**src/rtl/mdu_arbiter.sv**
```systemverilog
// Two-requester round-robin front end for a single multiply/divide unit.
// Holds one operation at a time: grant, issue, wait for result, return response.
module mdu_arbiter #(
    parameter int unsigned TAG_W  = 6,
    parameter int unsigned DATA_W = 32
) (
    input  logic                  clk,
    input  logic                  rst,
    input  logic                  flush,
    input  logic [1:0]            req_valid_i,
    output logic [1:0]            req_ready_o,
    input  logic [5:0]            req_op_i,
    input  logic [2*DATA_W-1:0]   req_a_i,
    input  logic [2*DATA_W-1:0]   req_b_i,
    input  logic [2*TAG_W-1:0]    req_tag_i,
    output logic                  mdu_valid_o,
    input  logic                  mdu_ready_i,
    output logic [2:0]            mdu_op_o,
    output logic [DATA_W-1:0]     mdu_a_o,
    output logic [DATA_W-1:0]     mdu_b_o,
    input  logic                  mdu_res_valid_i,
    input  logic [DATA_W-1:0]     mdu_res_i,
    output logic [1:0]            resp_valid_o,
    input  logic [1:0]            resp_ready_i,
    output logic [DATA_W-1:0]     resp_data_o,
    output logic [TAG_W-1:0]      resp_tag_o
);

    typedef enum logic [1:0] {StIdle, StIssue, StWait, StResp} state_e;

    state_e              r_state;
    state_e              w_state_next;
    logic                r_ptr;
    logic                r_owner;
    logic [2:0]          r_op;
    logic [DATA_W-1:0]   r_a;
    logic [DATA_W-1:0]   r_b;
    logic [TAG_W-1:0]    r_tag;
    logic [DATA_W-1:0]   r_res;

    logic                w_grant;
    logic                w_accept;
    logic                w_capture;
    logic [2:0]          w_op;
    logic [DATA_W-1:0]   w_a;
    logic [DATA_W-1:0]   w_b;
    logic [TAG_W-1:0]    w_tag;

    always_comb begin
        // The preferred requester wins if valid, otherwise the other one.
        w_grant   = req_valid_i[r_ptr] ? r_ptr : ~r_ptr;
        w_accept  = (r_state == StIdle) && !flush && !rst && (|req_valid_i);
        w_capture = (r_state == StWait) && !flush && mdu_res_valid_i;
        w_op      = w_grant ? req_op_i[5:3] : req_op_i[2:0];
        w_a       = w_grant ? req_a_i[2*DATA_W-1:DATA_W] : req_a_i[DATA_W-1:0];
        w_b       = w_grant ? req_b_i[2*DATA_W-1:DATA_W] : req_b_i[DATA_W-1:0];
        w_tag     = w_grant ? req_tag_i[2*TAG_W-1:TAG_W] : req_tag_i[TAG_W-1:0];
    end

    always_comb begin
        w_state_next = r_state;
        unique case (r_state)
            StIdle:  if (w_accept)                w_state_next = StIssue;
            StIssue: if (mdu_ready_i)             w_state_next = StWait;
            StWait:  if (mdu_res_valid_i)         w_state_next = StResp;
            StResp:  if (resp_ready_i[r_owner])   w_state_next = StIdle;
        endcase
        if (flush) begin
            w_state_next = StIdle;
        end
    end

    always_comb begin
        req_ready_o  = 2'b00;
        resp_valid_o = 2'b00;
        if (w_accept) begin
            req_ready_o[w_grant] = 1'b1;
        end
        if ((r_state == StResp) && !flush) begin
            resp_valid_o[r_owner] = 1'b1;
        end
        mdu_valid_o = (r_state == StIssue) && !flush;
        mdu_op_o    = r_op;
        mdu_a_o     = r_a;
        mdu_b_o     = r_b;
        resp_data_o = r_res;
        resp_tag_o  = r_tag;
    end

    always_ff @(posedge clk or posedge rst) begin
        if (rst) begin
            r_state <= StIdle;
            r_ptr   <= 1'b0;
            r_owner <= 1'b0;
            r_op    <= '0;
            r_a     <= '0;
            r_b     <= '0;
            r_tag   <= '0;
            r_res   <= '0;
        end else begin
            r_state <= w_state_next;
            if (flush) begin
                // Drop the operation; ptr keeps its value so fairness survives a flush.
                r_owner <= 1'b0;
                r_op    <= '0;
                r_a     <= '0;
                r_b     <= '0;
                r_tag   <= '0;
                r_res   <= '0;
            end else begin
                if (w_accept) begin
                    r_owner <= w_grant;
                    r_ptr   <= ~w_grant;
                    r_op    <= w_op;
                    r_a     <= w_a;
                    r_b     <= w_b;
                    r_tag   <= w_tag;
                end
                if (w_capture) begin
                    r_res <= mdu_res_i;
                end
            end
        end
    end

endmodule

```
**config.mk**
```make
export PLATFORM = sky130hd
export DESIGN_NAME = mdu_arbiter
export DESIGN_NICKNAME = d
export VERILOG_FILES = /design/src/rtl/mdu_arbiter.sv
export SDC_FILE = /design/constraint.sdc
export NUM_CORES = 1
export LEC_CHECK = 0
export BUFFER_PORTS_ARGS = -buffer_cell sky130_fd_sc_hd__clkbuf_2
export CORE_AREA = 2 2 114 116
export DETAILED_ROUTE_END_ITERATION = 16
export DIE_AREA = 0 0 116 118
export GPL_TIMING_DRIVEN = 0
export PLACE_DENSITY = 0.73
export SLEW_MARGIN = 20
export SYNTH_ARGS = -nofsm -noshare
export SYNTH_HDL_FRONTEND = slang
export SYNTH_SLANG_ARGS = --single-unit
```
**constraint.sdc**
```tcl
create_clock -name clk -period 3.5 [get_ports clk]
set_input_delay 0.175 -clock clk [delete_from_list [all_inputs] [get_ports clk]]
set_output_delay 0.175 -clock clk [all_outputs]
set_load 0.02 [all_outputs]
```
==> results.py <==
metrics = {
    "outcome": {
        "outcome": "complete, no violations",
    },
    "cells_and_area": {
        "final_nets": 922,
        "num-fill-cells": 1147,
        "final_util_pct": 55.0,
        "drive_gt1_share_pct": 46.5,
        "syn_to_final_growth_pct": 46.3,
        "fin_cells": 908,
        "n_antenna_cell": 0,
    },
    "timing": {
        "period_share_pct": 64.2,
        "min_period_ns": 2.25,
        "timing.slew.headroom_pct": 58.4,
        "clock_skew_ns": 0.00421,
        "setup_viol": 0,
        "max_freq_mhz": 445,
        "maxSlewViolCount": 0,
        "rsz0062_at_grt": "false",
        "finalHoldViolations": 0,
        "worst_pin_slew_ns": 0.623,
    },
    "clock_tree": {
        "post-cts-setup-buffers": 0,
        "clk_path_buf_depth": 2,
        "clkTransAtPathRegs_ns": 0.07,
        "htreeDepth": 3,
        "cts_tree": "built",
        "cts_buffers": 9,
        "cts_root_buf": "clkbuf_16",
        "clock_latency_ns": 0.35,
        "clock-sinks": 109,
    },
    "synthesis": {
        "synthCells": 419,
        "syn_nets": 610,
        "synth_top_area_share_pct": 58.4,
        "netlist.top_cell.by_area": "dfrtp_1",
        "synth_edf_count": 0,
        "ys.flop_type": "dfrtp_1",
        "ys_seq_area_share_pct": 58.4,
        "synthArstFlopShare_pct": 100,
        "synth_cell_type_count": 26,
        "yosysWarnings": 0,
        "netlist_area_mm2": 0.00467,
        "synth_area_leaders": "dfrtp_1 (58%), a222oi_1 (16%), inv_1 (6.2%), nand2_1 (5.2%), nand3b_1 (5.0%)",
        "synth_seq_cells": 109,
        "synth_area_per_cell_um2": 11.1,
    },
    "floorplan": {
        "ioPinCount": 297,
        "die_y_um": 118,
        "rows": 41,
        "dieArea_mm2": 0.0137,
        "core_area_mm2": 0.0124,
        "start_util_pct": 37.6,
        "die_width_um": 116,
    },
    "global_route": {
        "grt_pass1_vias": 4681,
        "grt-ovfl-total": 0,
        "grt_max_degree": 36,
        "grt_first_pass_wirelength_mm": 23.1,
        "grtUsageTotal_pct": 21.8,
        "antenna_found_initial": 0,
    },
    "placed_design": {
        "finalWeightedCongestion": 0.874,
        "hpwl_mm": 12.0,
        "dp_cells": 890,
        "portBuffers": 296,
    },
    "power": {
        "power_uw": 3880,
        "p_leak_uw": 0.00432,
        "irDropWorstVdd_mv": 0.259,
        "power.density_mw_per_mm2": 568,
    },
    "route": {
        "drc": 0,
        "vias_per_cell": 5.12,
        "drt-wirelength-per-cell_um": 16.9,
        "drt-initial-drc-count": 471,
        "vias": 4647,
        "drt-total-wl_mm": 15.3,
        "dr.pass1.iters": 8,
        "ant_nets": 0,
    },
    "setup_path": {
        "setup.worst_path.start": "rst",
        "r2r-start": "r_state[0]",
        "critical_path.max_fanout": 23,
        "r2r_slack_ns": 1.39,
        "r2r_end": "mdu_a_o[17]",
        "cp-end-kind": "flop",
        "reg2reg_depth": 7,
        "crit_end": "mdu_a_o[17]",
        "worstPathArrival_ns": 2.53,
        "cp-start-kind": "input pin",
        "worstPathRequired_ns": 3.79,
        "crit_type": "in2reg",
    },
    "job": {
        "drv_cap": 0,
    },
    "worst_hold_path": {
        "hold_path.class": "in2reg",
    },
}
[layout make-up]
| type | instances | area (um2) | area share, % |
|---|---|---|---|
| well taps | 172 | 215 | 3.15 |
| clock buffers | 9 | 225 | 3.30 |
| flip-flops and latches | 109 | 2730 | 40.0 |
| repair buffers | 301 | 1570 | 23.0 |
| plain buffers | 34 | 194 | 2.84 |
| inverters | 77 | 293 | 4.29 |
| multi-input cells | 199 | 1460 | 21.3 |
| clock inverters | 7 | 146 | 2.14 |
[timing repair]
action                                 4_1_cts  5_1_grt
hold buffers                                 2        0
resized for setup                            0        0
endpoints found under the hold margin       20        0
[worst min path at each step]
| stage | depth (start not counted) | from | slack, ns | endpoint |
|---|---|---|---|---|
| after detailed placement | 2 | rst | 0.27 | r_state[0] |
| after global routing | 3 | mdu_res_i[31] | 0.02 | resp_data_o[31] |
| after global placement | 3 | mdu_res_i[15] | 0.37 | resp_data_o[15] |
| after CTS | 3 | mdu_res_i[21] | 0.005 | resp_data_o[21] |
| final | 3 | mdu_res_i[31] | 0.01 | resp_data_o[31] |
| after floorplan | 1 | req_valid_i[1] | 0.28 | r_ptr |
[per-layer routing]
layer	part of all wire, %	global-route usage, %	up-vias
met5	0	0	-
met4	3.1	9.97	0
met3	9.0	5.92	34
met2	49	37.5	259
met1	39	24.9	2221
li1	-	-	2133
[cell families (layout without fill, tap and decap cells)]
| group | after synthesis | in the layout | synth area share (%) |
|---|---|---|---|
| mux | 2 | 2 | 0.456 |
| compound gates | 81 | 81 | 17.1 |
| simple gates | 112 | 112 | 12.6 |
| buf+inv | 111 | 428 | 10.3 |
| fa+ha+maj | 4 | 4 | 1.07 |
| flops | 109 | 109 | 58.4 |
[flip-flops by register name (all words and copies together) (netlist names)]
signal	cells
resp_tag_o	6
mdu_op_o	3
r_owner	1
r_ptr	1
mdu_a_o	32
r_state	2
resp_data_o	32
mdu_b_o	32
[critical path: stages]
cell	delay, ns
dlygate4sd3_1	0.53
clkbuf_2	0.14
clkinvlp_4	0.47
a31oi_1	0.37
buf_2	0.30
buf_2	0.33
a222oi_1	0.13
inv_1	0.08
[synthesized netlist by cell type, types with 2 or more instances]
library cell,n
dfrtp_1,109
inv_1,77
a222oi_1,73
nand2_1,65
nand3b_1,31
buf_2,17
clkbuf_1,9
buf_6,6
nand2b_1,6
ha_1,4
a21oi_1,3
a31oi_1,2
buf_1,2
nor2_1,2
nor2b_1,2
[metrics by stage]
stage               TNS [ns]  hold slack [ns]  cell area [um2]  worst slack [ns]
CTS                        0          0.00492             6830              1.17
floorplan                  0            0.279             4670             0.697
detailed placement         0            0.269             6430              1.33
global placement      -24.42            0.367             6370            -0.475
finish                     0           0.0143             6830              1.25
global route               0           0.0235             6830              1.02
[cells in the final DEF (no fill, tap or decap), drive strengths merged]
cell type / n
clkinvlp: 1
clkinv: 2
inv: 77
or2: 1
dlygate4sd3: 2
a21oi: 3
nor2: 2
mux2i: 1
nand2b: 6
a31oi: 2
nand2: 65
a2111oi: 1
a21o: 1
nor3b: 2
and3: 2
nor2b: 2
and3b: 1
buf: 28
nand3b: 31
mux2: 1
o21ai: 1
bufinv: 4
dfrtp: 109
ha: 4
a222oi: 73
clkbuf: 314
[power breakdown]
group / switching [uW] / total [uW] / leakage [uW] / internal, uW
sequential: 123 / 1570 / 0.00149 / 1450
clock: 476 / 1250 / 0.000180 / 777
combinational: 648 / 1050 / 0.00265 / 405
No activity file was read; power rests on OpenSTA's default activity.
